===== config.mk =====
export PLATFORM = sky130hd
export DESIGN_NAME = csa_acc_flat
export DESIGN_NICKNAME = d
export VERILOG_FILES = /design/src/rtl/csa_pkg.sv /design/src/rtl/csa_acc_if.sv /design/src/rtl/csa_3to2.sv /design/src/rtl/csa_acc.sv /design/src/flat_wrapper.sv
export SDC_FILE = /design/constraint.sdc
export NUM_CORES = 1
export LEC_CHECK = 0
export BUFFER_PORTS_ARGS = -buffer_cell sky130_fd_sc_hd__buf_2
export CORE_UTILIZATION = 45
export CTS_BUF_LIST = sky130_fd_sc_hd__clkbuf_4 sky130_fd_sc_hd__clkbuf_8
export DETAILED_ROUTE_END_ITERATION = 16
export GPL_TIMING_DRIVEN = 0
export SETUP_SLACK_MARGIN = 0.05
export SYNTH_ARGS = -nofsm -noshare
export SYNTH_HDL_FRONTEND = slang
export SYNTH_HIERARCHICAL = 1
export SYNTH_SLANG_ARGS = --single-unit

===== constraint.sdc =====
create_clock -name clk -period 13.2 [get_ports clk]
set_input_delay 2.64 -clock clk [delete_from_list [all_inputs] [get_ports clk]]
set_output_delay 2.64 -clock clk [all_outputs]
set_load 0.01 [all_outputs]

===== src/rtl/csa_pkg.sv =====
// csa_pkg: shared types and helpers for the carry-save accumulator slice.
//   state_t   : accumulator phase (ACC absorb, RES resolve, OUT present).
//   DEF_W     : default operand/accumulator width.
//   DEF_CHUNK : default bits resolved per carry-propagate cycle.
//   nch()     : number of chunks in a W-bit word.
//   idx_w()   : width of a counter indexing n items (at least 1 bit).
package csa_pkg;

    typedef enum logic [1:0] {
        ACC = 2'd0,
        RES = 2'd1,
        OUT = 2'd2
    } state_t;

    localparam int DEF_W     = 92;
    localparam int DEF_CHUNK = 23;

    function automatic int nch(input int w, input int chunk);
        return (chunk > 0) ? (w / chunk) : 1;
    endfunction

    function automatic int idx_w(input int n);
        return (n <= 1) ? 1 : $clog2(n);
    endfunction

endpackage


===== src/rtl/csa_acc_if.sv =====
// csa_acc_if: operand/result handshake bundle for csa_acc.
//   in_valid/in_ready/in_data/in_last : operand beat stream, in_last closes a group.
//   out_valid/out_ready/out_sum       : resolved sum (mod 2^W) handshake.
//   out_ovf                           : true sum >= 2^W, present only when
//                                       CSA_ACC_OVF_EN is defined.
//   modport slave  : accumulator side.
//   modport master : producer/consumer side.
interface csa_acc_if
    import csa_pkg::*;
#(
    parameter int W = DEF_W
) ();

    logic         in_valid;
    logic         in_ready;
    logic [W-1:0] in_data;
    logic         in_last;
    logic         out_valid;
    logic         out_ready;
    logic [W-1:0] out_sum;
`ifdef CSA_ACC_OVF_EN
    logic         out_ovf;
`endif

    modport slave (
        input  in_valid, in_data, in_last, out_ready,
        output in_ready, out_valid, out_sum
`ifdef CSA_ACC_OVF_EN
        , out_ovf
`endif
    );

    modport master (
        output in_valid, in_data, in_last, out_ready,
        input  in_ready, out_valid, out_sum
`ifdef CSA_ACC_OVF_EN
        , out_ovf
`endif
    );

endinterface


===== src/rtl/csa_3to2.sv =====
// csa_3to2: combinational W-bit 3:2 compressor.
//   a, b, d : addends.
//   s       : bitwise sum a^b^d.
//   c       : majority carries already shifted left by one (LSB is 0),
//             truncated to W bits so that a+b+d == s+c (mod 2^W).
//   cdrop   : majority bit W-1, the carry shifted out of the word.
module csa_3to2
    import csa_pkg::*;
#(
    parameter int W = DEF_W
) (
    input  logic [W-1:0] a,
    input  logic [W-1:0] b,
    input  logic [W-1:0] d,
    output logic [W-1:0] s,
    output logic [W-1:0] c,
    output logic         cdrop
);

    logic [W-1:0] maj;

    assign s     = a ^ b ^ d;
    assign maj   = (a & b) | (a & d) | (b & d);
    assign cdrop = maj[W-1];

    generate
        if (W > 1) begin : g_shift
            assign c = {maj[W-2:0], 1'b0};
        end else begin : g_narrow
            assign c = '0;
        end
    endgenerate

endmodule


===== src/rtl/csa_acc.sv =====
// csa_acc: carry-save accumulator with chunked multi-cycle resolve.
//   clk  : rising-edge clock.
//   rst  : asynchronous active-high reset, discards any group in flight.
//   bus  : csa_acc_if.slave -- operand beats in, resolved sum out.
//   busy : high whenever the accumulator is not in its absorb phase.
// Beats are folded into a redundant sum/carry pair with one 3:2 level per
// cycle; the last beat of a group starts an NCH-cycle carry-propagate pass
// that resolves CHUNK bits per cycle, LSB chunk first.
// Optional feature macro: CSA_ACC_OVF_EN adds the out_ovf flag (sticky OR of
// every carry dropped off the top of the word plus the final resolve carry).
module csa_acc
    import csa_pkg::*;
#(
    parameter int W     = DEF_W,
    parameter int CHUNK = DEF_CHUNK
) (
    input  logic       clk,
    input  logic       rst,
    csa_acc_if.slave   bus,
    output logic       busy
);

    localparam int NCH = nch(W, CHUNK);
    localparam int KW  = idx_w(NCH);

    generate
        if (CHUNK < 1) begin : g_bad_chunk
            $error("csa_acc: CHUNK must be at least 1");
        end else if ((W % CHUNK) != 0) begin : g_bad_split
            $error("csa_acc: W must be a multiple of CHUNK");
        end
    endgenerate

    state_t          state;
    logic [W-1:0]    s_q;
    logic [W-1:0]    c_q;
    logic [W-1:0]    r_q;
    logic [KW-1:0]   k_q;
    logic            cy_q;
    logic            in_ready_q;
    logic            out_valid_q;

    logic [W-1:0]    s_nx;
    logic [W-1:0]    c_nx;
    logic            drop;
    logic            acc_fire;
    logic            last_ch;

    int              sh;
    logic [CHUNK-1:0] s_ch;
    logic [CHUNK-1:0] c_ch;
    logic [CHUNK:0]   ch_sum;

    // ACC stage: one compressor level folds the beat into the redundant pair.
    csa_3to2 #(.W(W)) u_csa (
        .a     (s_q),
        .b     (c_q),
        .d     (bus.in_data),
        .s     (s_nx),
        .c     (c_nx),
        .cdrop (drop)
    );

    assign acc_fire = bus.in_valid && in_ready_q;
    assign last_ch  = (k_q == KW'(NCH - 1));

    // RES stage: a single CHUNK-bit adder walks the word, carrying cy between
    // cycles so no W-wide carry chain exists.
    always_comb begin
        sh     = int'(k_q) * CHUNK;
        s_ch   = CHUNK'(s_q >> sh);
        c_ch   = CHUNK'(c_q >> sh);
        ch_sum = {1'b0, s_ch} + {1'b0, c_ch} + {{CHUNK{1'b0}}, cy_q};
    end

`ifdef CSA_ACC_OVF_EN
    logic ovf_q;
`else
    // Without the overflow feature the dropped carry is intentionally discarded.
    logic unused_drop;
    assign unused_drop = drop;
`endif

    always_ff @(posedge clk or posedge rst) begin
        if (rst) begin
            state       <= ACC;
            s_q         <= '0;
            c_q         <= '0;
            r_q         <= '0;
            k_q         <= '0;
            cy_q        <= 1'b0;
            in_ready_q  <= 1'b1;
            out_valid_q <= 1'b0;
            busy        <= 1'b0;
`ifdef CSA_ACC_OVF_EN
            ovf_q       <= 1'b0;
`endif
        end else begin
            case (state)
                ACC: begin
                    if (acc_fire) begin
                        s_q <= s_nx;
                        c_q <= c_nx;
`ifdef CSA_ACC_OVF_EN
                        ovf_q <= ovf_q | drop;
`endif
                        if (bus.in_last) begin
                            state      <= RES;
                            k_q        <= '0;
                            cy_q       <= 1'b0;
                            in_ready_q <= 1'b0;
                            busy       <= 1'b1;
                        end
                    end
                end
                RES: begin
                    // r_q is all-zero on entry, so OR-ing in each chunk builds the result.
                    r_q  <= r_q | (W'(ch_sum[CHUNK-1:0]) << sh);
                    cy_q <= ch_sum[CHUNK];
                    k_q  <= k_q + 1'b1;
                    if (last_ch) begin
                        state       <= OUT;
                        out_valid_q <= 1'b1;
`ifdef CSA_ACC_OVF_EN
                        ovf_q <= ovf_q | ch_sum[CHUNK];
`endif
                    end
                end
                // OUT stage: hold the result until the consumer takes it.
                OUT: begin
                    if (bus.out_ready) begin
                        state       <= ACC;
                        s_q         <= '0;
                        c_q         <= '0;
                        r_q         <= '0;
                        out_valid_q <= 1'b0;
                        in_ready_q  <= 1'b1;
                        busy        <= 1'b0;
`ifdef CSA_ACC_OVF_EN
                        ovf_q <= 1'b0;
`endif
                    end
                end
                default: begin
                    state       <= ACC;
                    in_ready_q  <= 1'b1;
                    out_valid_q <= 1'b0;
                    busy        <= 1'b0;
                end
            endcase
        end
    end

    assign bus.in_ready  = in_ready_q;
    assign bus.out_valid = out_valid_q;
    assign bus.out_sum   = r_q;
`ifdef CSA_ACC_OVF_EN
    assign bus.out_ovf   = out_valid_q & ovf_q;
`endif

endmodule


===== src/flat_wrapper.sv =====
// flat-port wrapper written by rule: the top's interface ports become plain ports
module csa_acc_flat import csa_pkg::*;
#(
    parameter int W     = DEF_W,
    parameter int CHUNK = DEF_CHUNK
)
  (clk, rst, busy, bus_in_valid, bus_in_data, bus_in_last, bus_out_ready, bus_in_ready, bus_out_valid, bus_out_sum);
  csa_acc_if #(.W(W)) bus_i ();
  input  logic clk;
  input  logic rst;
  output logic busy;
  input wire logic [$bits(bus_i.in_valid)-1:0] bus_in_valid;
  input wire logic [$bits(bus_i.in_data)-1:0] bus_in_data;
  input wire logic [$bits(bus_i.in_last)-1:0] bus_in_last;
  input wire logic [$bits(bus_i.out_ready)-1:0] bus_out_ready;
  output wire logic [$bits(bus_i.in_ready)-1:0] bus_in_ready;
  output wire logic [$bits(bus_i.out_valid)-1:0] bus_out_valid;
  output wire logic [$bits(bus_i.out_sum)-1:0] bus_out_sum;
  assign bus_i.in_valid = bus_in_valid;
  assign bus_i.in_data = bus_in_data;
  assign bus_i.in_last = bus_in_last;
  assign bus_i.out_ready = bus_out_ready;
  assign bus_in_ready = bus_i.in_ready;
  assign bus_out_valid = bus_i.out_valid;
  assign bus_out_sum = bus_i.out_sum;
  csa_acc #(.W(W), .CHUNK(CHUNK)) u_core (.clk(clk), .rst(rst), .bus(bus_i), .busy(busy));
endmodule

==> results of run 1 <==
## layer usage
metal / up-vias / GRT usage (%)
met2: 366 / 41.8
li1: 4694 / -
met3: 52 / 4.45
met1: 5530 / 38.7
met4: 0 / 6.72
met5: - / 0
## Yosys cell counts (3+ instances only)
library cell / count / area [um^2]
a2111oi_0: 4 / 35.0
a211oi_1: 6 / 45.0
a21o_1: 8 / 60.1
a21oi_1: 46 / 230
a221o_1: 8 / 80.1
a22o_1: 218 / 1910
a31oi_1: 9 / 56.3
a32o_1: 9 / 90.1
and3_1: 4 / 25.0
and4_1: 4 / 35.0
buf_1: 9 / 33.8
buf_2: 23 / 115
clkbuf_1: 50 / 188
dfrtp_1: 283 / 7080
fa_1: 94 / 1880
ha_1: 23 / 288
inv_1: 8 / 30.0
mux2i_1: 4 / 40.0
mux4_2: 46 / 1040
nand2_1: 47 / 176
nand2b_1: 5 / 31.3
nand3_1: 6 / 30.0
nand4_1: 7 / 43.8
nor2_1: 53 / 199
nor2b_1: 6 / 37.5
nor3_1: 6 / 30.0
nor3_2: 3 / 30.0
nor4_1: 3 / 18.8
o211ai_1: 5 / 37.5
o21ai_0: 27 / 135
o21ai_1: 3 / 15.0
o31ai_1: 4 / 30.0
or2_1: 3 / 18.8
or2_2: 3 / 18.8
or3_1: 3 / 18.8
xnor2_1: 5 / 43.8
xor2_1: 4 / 35.0
## report_power, final
part | internal [mW] | switching (mW) | total, mW
Clock | 0.480 | 0.373 | 0.853
Combinational | 0.727 | 0.963 | 1.69
Sequential | 1.16 | 0.262 | 1.42
## registers in the layout, summed over array words and instances, names as in the netlist
signal and cells:
u_core/k_q 2, u_core/bus.in_ready 1, u_core/busy 1, u_core/s_q 92
u_core/state 2, u_core/c_q 92, u_core/bus.out_sum 92, u_core/cy_q 1
u_core/bus.out_valid 1
## logic make-up after synthesis
kind of cell,Yosys count
xor+xnor,10
other cells,1
flops,284
buf+inv,91
compound gates,374
simple gates,170
mux,51
fa+ha+maj,117
## worst min path at each step
| stage | startpoint | endpoint | slack (ns) |
|---|---|---|---|
| after floorplan | u_core/bus.out_sum[19]$_DFFE_PP0P_ | u_core/bus.out_sum[19]$_DFFE_PP0P_ | 0.51 |
| after global placement | u_core/bus.out_sum[65]$_DFFE_PP0P_ | u_core/bus.out_sum[65]$_DFFE_PP0P_ | 0.45 |
| after detailed placement | u_core/bus.out_sum[65]$_DFFE_PP0P_ | u_core/bus.out_sum[65]$_DFFE_PP0P_ | 0.46 |
| after CTS | u_core/bus.out_sum[65]$_DFFE_PP0P_ | u_core/bus.out_sum[65]$_DFFE_PP0P_ | 0.47 |
| after global routing | u_core/bus.out_sum[42]$_DFFE_PP0P_ | u_core/bus.out_sum[42]$_DFFE_PP0P_ | 0.49 |
| final | u_core/bus.out_sum[65]$_DFFE_PP0P_ | u_core/bus.out_sum[65]$_DFFE_PP0P_ | 0.47 |
## through the flow
step                      setup TNS (ns)  utilization, %  hold slack, ns
after CTS                              0            54.3           0.468
final                                  0            54.3           0.466
after floorplan                        0               -           0.507
after global placement           -212.92            50.8           0.451
after global routing                   0            54.3           0.489
after detailed placement               0            51.0           0.455
## tightest hold or removal path: cells and delay by family, from the launching register on
family | cells | cell delay [ns]
DFF | 1 | 0.34
and+or+nand+nor | 2 | 0.10
## layout make-up
| cell class | instances | area (um^2) | area share [%] |
|---|---|---|---|
| Sequential cell | 284 | 7110 | 41.0 |
| Clock buffer | 78 | 955 | 5.51 |
| Tap cell | 435 | 544 | 3.14 |
| Clock inverter | 11 | 96.3 | 0.556 |
| Multi-Input combinational cell | 723 | 7220 | 41.7 |
| Inverter | 8 | 37.5 | 0.217 |
| Buffer | 83 | 344 | 1.99 |
| Timing Repair Buffer | 193 | 1010 | 5.84 |
==> results_dict.tcl, run 1 <==
set metrics [dict create \
    fin_cells 1815 \
    synth_top_family_by_area "compound AO/OA/AOI/OAI gates" \
    port_buffers 191 \
    ys.flop_type "dfrtp_1" \
    finalPower_mw 3.96 \
    ir_drop_uv 84.1 \
    synthMuxAreaShare_pct 7.40 \
    relSlewSlack_pct 38.0 \
    die_area_um2 33400 \
    drive_above_1_share_pct 27.5 \
    ys_warn_count 6 \
    crit_type "flop to flop" \
    wl_met1_um 19400 \
    cpMostUsedCell "fa_1" \
    slowest_stage "buf_1" \
    final_cell_area_um2 17300 \
    rrSetupSlack_ns 8.12 \
    p_leak_nw 8.21 \
    cts_hold_buf 0 \
    min_path_cells 2 \
    syn_nets 1312 \
    routed.top_layer "met4" \
    initial_utilization_pct 46.1 \
    die_w_um 183 \
    final_cell_mix "dfrtp_1, a22o_1, buf_2" \
    synth-compound-area-share_pct 20.5 \
    pin_count 192 \
    finClkSkew_ns 0.0240 \
    crit_path_start "u_core/k_q[1]$_DFFE_PP0P_" \
    layout_setup_ws_ns 8.12 \
    dieHeight_um 183 \
    grt_pass1_vias 11100 \
    core-area_um2 31900 \
    placed_area_um2 16300 \
    cp_data_arrival_time_ns 5.50 \
    worst_setup_hold_path_clk_slew_ns 0.06 \
    cts_setup_buffers 0 \
    drv_cap 0 \
    synthArstFlopShare_pct 100 \
    fillers 2815 \
    crit_family "buffers and inverters" \
    drc 0 \
    fp-row-count 65 \
    endpoint "u_core/bus.out_sum[85]$_DFFE_PP0P_" \
    viasPerCell 5.86 \
    num_antenna_cells 0 \
    synth_area_per_cell_um2 13.4 \
    clockBufferDepth 3 \
    ys_types 78 \
    clock_sinks 284 \
    wl_um 42800 \
    route.vias.total 10600 \
    finalCritPeriodShare_pct 38.5 \
    worst_path_largest_cell_delay_ns 0.62 \
    nets 1556 \
    startpoint_type "flop" \
    cts_buffers 49 \
    synth-xor-area-share_pct 0.647 \
    timing.critical_path.buf_inv 3 \
    slew_viol_final 0 \
    gp_congestion 0.843 \
    grt_max_degree 115 \
    finalCriticalPeriod_ns 5.08 \
    status "finished, final reports clean" \
    grtUsageTotal_pct 26.6 \
    synth_fa_ha_area_share_pct 14.8 \
    worstReg2RegEnd "u_core/bus.out_sum[85]$_DFFE_PP0P_" \
    syn-cell-area_um2 14700 \
    first_iter_violations 766 \
    hold_viol 0 \
    rsz0062_at_grt "no" \
    layout_commonest_cell "dfrtp_1" \
    clk_latency_ns 0.58 \
    overflow 0 \
    h-tree-depth 2 \
    max_freq_ghz 0.197 \
    path_max_fanout 10 \
    syn_inst 1098 \
    cts_tree "built" \
    worstPathRequired_ns 13.62 \
    dp_cells 1726 \
    post_cts_resized 0 \
    grt_first_pass_wirelength_um 66900 \
    r2r-start "u_core/k_q[1]$_DFFE_PP0P_" \
    first_pass_iters 5 \
    area_growth_pct 17.8 \
    hpwl_um 31500 \
    yosysSeqAreaShare_pct 48.3 \
    cts_root_buffer "clkbuf_8" \
    synth_seq_cells 284 \
    synth_edf_count 0 \
    antenna_found_initial 0 \
    postRouteAntennaNets 0 \
    avgRoutedWirePerCell_um 23.6 \
    worstMarginPinSlew_ns 0.930 \
    crit_path_cell_trace "buf_2 > buf_1 > clkbuf_1 > mux4_2 > fa_1 > fa_1 > a21o_4 > a221oi_4 > or3_4 > a211oi_2 > nor4_1 > o31ai_1" \
    wl_met2_um 20000 \
    reg2reg_depth 12 \
    place_ws_ns 8.10 \
    synth-simple-area-share_pct 5.83 \
    endpoint_kind "flop" \
    final-setup-viol-count 0 \
    min_path_type "flop to flop" \
    met3WireLength_um 2530 \
    power_density_nw_per_um2 229 \
    crit_cells 12 \
]
Note: power is estimated with default switching activity, not from simulation.
==> inputs of run 2 (changes only) <==
--- a/config.mk
+++ b/config.mk
@@ -5,11 +5,13 @@
 export SDC_FILE = /design/constraint.sdc
 export NUM_CORES = 1
 export LEC_CHECK = 0
+export ABC_AREA = 1
 export BUFFER_PORTS_ARGS = -buffer_cell sky130_fd_sc_hd__buf_2
 export CORE_UTILIZATION = 45
 export CTS_BUF_LIST = sky130_fd_sc_hd__clkbuf_4 sky130_fd_sc_hd__clkbuf_8
 export DETAILED_ROUTE_END_ITERATION = 16
 export GPL_TIMING_DRIVEN = 0
+export PLACE_DENSITY = 0.67
 export SETUP_SLACK_MARGIN = 0.05
 export SYNTH_ARGS = -nofsm -noshare
 export SYNTH_HDL_FRONTEND = slang
==> constraint.sdc (replaced) <==
create_clock -name clk -period 4.5 [get_ports clk]
set_input_delay 0.9 -clock clk [delete_from_list [all_inputs] [get_ports clk]]
set_output_delay 0.9 -clock clk [all_outputs]
set_load 0.01 [all_outputs]
==> run 2 against run 1 <==
Effect of this change: sequential share of layout area fell by 2.8 points; synthesized cell count is 72% higher; maximum frequency up 20%; count of clock-buffer cells in the layout rose by 7; setup slack got worse by 7.9 ns; non-clock buffer count grew 36; cell count increased by 45%; die area grew 7.6%.
==> results_dict.tcl, run 2 <==
set metrics [dict create \
    hold_viol 0 \
    post_cts_resized 0 \
    port_buffers 191 \
    worstReg2RegEnd "u_core/bus.out_sum[9]$_DFFE_PP0P_" \
    synth-simple-area-share_pct 26.9 \
    final_util_pct 53.8 \
    placed_area_um2 17500 \
    fp-row-count 68 \
    first_iter_violations 1555 \
    synth_fa_ha_area_share_pct 13.7 \
    syn_nets 2101 \
    cts_buffers 52 \
    p_seq_share_pct 26.1 \
    ys_types 37 \
    slowest_stage "xnor2_1" \
    reg2reg_depth 14 \
    synth_seq_cells 284 \
    pwr-share-clk_pct 16.1 \
    finalCritPeriodShare_pct 94.2 \
    initial_utilization_pct 45.8 \
    p_sw_share_pct 52.0 \
    grt_first_pass_wirelength_um 82900 \
    gp_congestion 0.940 \
    worst_setup_hold_path_clk_slew_ns 0.06 \
    synthMuxAreaShare_pct 0 \
    place_ws_ns 0.107 \
    cts_hold_buf 0 \
    overflow 0 \
    clockBufferDepth 3 \
    synth_top_family_by_area "simple AND/OR/NAND/NOR gates" \
    first_pass_iters 7 \
    ys_warn_count 6 \
    area_growth_pct 17.4 \
    layout_setup_ws_ns 0.261 \
    cts_root_buffer "clkbuf_8" \
    min_path_type "primary input to async pin" \
    dieHeight_um 190 \
    crit_family "buffers and inverters" \
    num_antenna_cells 0 \
    h-tree-depth 2 \
    clock_sinks 284 \
    drv_cap 0 \
    cts_setup_buffers 0 \
    finClkSkew_ns 0.0304 \
    final_cell_mix "nand2_1, dfrtp_1, nand3_1" \
    wl_um 53500 \
    worst_path_largest_cell_delay_ns 0.74 \
    viasPerCell 5.59 \
    die_area_um2 35900 \
    synth_edf_count 0 \
    clk_latency_ns 0.60 \
    cts_tree "built" \
    p_switching_mw 8.34 \
    dp_cells 2540 \
    endpoint_kind "flop" \
    ys.flop_type "dfrtp_1" \
    timing.setup.tns_ns 0 \
    yosysTopAreaCell "dfrtp_1" \
    rsz0062_at_grt "no" \
    grtUsageTotal_pct 30.5 \
    avgRoutedWirePerCell_um 20.3 \
    grt_pass1_vias 14200 \
    holdWs_ns 0.379 \
    crit_path_cell_trace "clkbuf_1 > clkbuf_2 > clkbuf_1 > nor2_1 > o22ai_1 > fa_1 > nand2_1 > nand2_1 > nand3_1 > nand2_1 > a21oi_1 > xnor2_1 > nand2_1 > o21ai_0" \
    cpMostUsedCell "nand2_1" \
    synth_area_leaders "dfrtp_1, nand2_1, fa_1" \
    rrSetupSlack_ns 0.26 \
    status "finished, final reports clean" \
    syn-cell-area_um2 15800 \
    max_freq_ghz 0.236 \
    synth_area_per_cell_um2 8.39 \
    core-area_um2 34500 \
    hpwl_um 40300 \
    p_leak_nw 9.97 \
    pin_count 192 \
    yosysMostFrequentCell "nand2_1" \
    antenna_found_initial 0 \
    route.vias.total 14700 \
    nets 2353 \
    synth-compound-area-share_pct 7.68 \
    p_int_mw 7.72 \
    postRouteAntennaNets 0 \
    relSlewSlack_pct 37.8 \
    worstMarginPinSlew_ns 0.927 \
    worstPathRequired_ns 4.99 \
    ir_drop_uv 333 \
    final-setup-viol-count 0 \
    fillers 3319 \
    yosysSeqAreaShare_pct 44.9 \
    crit_type "flop to flop" \
    startpoint_type "flop" \
    power_frac_comb_pct 57.8 \
    die_w_um 190 \
    syn_inst 1887 \
    path_max_fanout 10 \
    layout_commonest_cell "nand2_1" \
    finalPower_mw 16.1 \
    synth_top_area_share_pct 44.8 \
    yosys-top-cells-count "nand2_1, dfrtp_1, nand3_1" \
    grt_max_degree 44 \
    r2r-start "u_core/k_q[0]$_DFFE_PP0P_" \
    timing.critical_path.buf_inv 3 \
    power_density_nw_per_um2 865 \
    slew_viol_final 0 \
    synth-xor-area-share_pct 0.609 \
    finalCriticalPeriod_ns 4.24 \
    cp_data_arrival_time_ns 4.73 \
    drc 0 \
    fin_cells 2629 \
    synthArstFlopShare_pct 100 \
    final_cell_area_um2 18600 \
    drive_above_1_share_pct 15.7 \
]
-- run 2: worst reg2reg max path: stages (launching register included) --
cell      delay (ns)
dfrtp_1         0.35
clkbuf_1        0.45
clkbuf_2        0.48
clkbuf_1        0.56
nor2_1          0.13
o22ai_1         0.29
fa_1            0.29
nand2_1         0.06
nand2_1         0.10
nand3_1         0.08
nand2_1         0.16
a21oi_1         0.11
xnor2_1         0.74
nand2_1         0.17
o21ai_0         0.19
-- run 2: how the worst max path moves through the flow --
stage                                   start                            endpoint  slack, ns  depth (start not counted)
floorplan                                 rst   u_core/bus.out_sum[0]$_DFFE_PP0P_      -0.16                          1
global placement                          rst  u_core/bus.out_sum[90]$_DFFE_PP0P_      -2.02                          2
detailed placement  u_core/k_q[0]$_DFFE_PP0P_  u_core/bus.out_sum[77]$_DFFE_PP0P_       0.11                         16
CTS                 u_core/k_q[0]$_DFFE_PP0P_  u_core/bus.out_sum[77]$_DFFE_PP0P_       0.08                         16
global route        u_core/k_q[0]$_DFFE_PP0P_  u_core/bus.out_sum[55]$_DFFE_PP0P_       0.06                         14
finish              u_core/k_q[0]$_DFFE_PP0P_   u_core/bus.out_sum[9]$_DFFE_PP0P_       0.26                         14
-- run 2: per-layer routing --
metal | vias to the layer above | share of wire, % | track usage [%]
met5 | - | 0 | 0
met4 | 0 | 4.7 | 14.2
met3 | 154 | 9.3 | 5.40
met2 | 813 | 45 | 46.4
met1 | 7125 | 41 | 42.6
li1 | 6609 | - | -
-- run 2: power groups by stage --
stage / logic [mW] / registers (mW) / clock network (mW)
final: 9.28 / 4.19 / 2.59
after floorplan: 5.74 / 4.14 / 0
after detailed placement: 9.01 / 4.22 / 0
after CTS: 9.06 / 4.19 / 2.63
after global placement: 8.84 / 4.20 / 0
after global routing: 10.2 / 4.31 / 2.75
-- run 2: cells by family (layout without fill, tap and decap cells) --
group / Yosys count / after routing
flip-flops: 284 / 284
adder cells (fa/ha/maj): 117 / 117
buffers and inverters: 223 / 510
AND/OR/NAND/NOR: 1027 / 1027
XOR/XNOR: 11 / 11
other: 1 / 1
AO/OA/AOI/OAI: 224 / 224
-- run 2: layout make-up --
cell class | count | area, um^2 | share of cell area [%]
Buffer | 114 | 562 | 3.02
Clock buffer | 85 | 1030 | 5.52
Clock inverter | 4 | 51.3 | 0.276
Inverter | 109 | 415 | 2.24
Multi-Input combinational cell | 1380 | 7740 | 41.7
Sequential cell | 284 | 7110 | 38.3
Tap cell | 455 | 569 | 3.07
Timing Repair Buffer | 198 | 1100 | 5.90
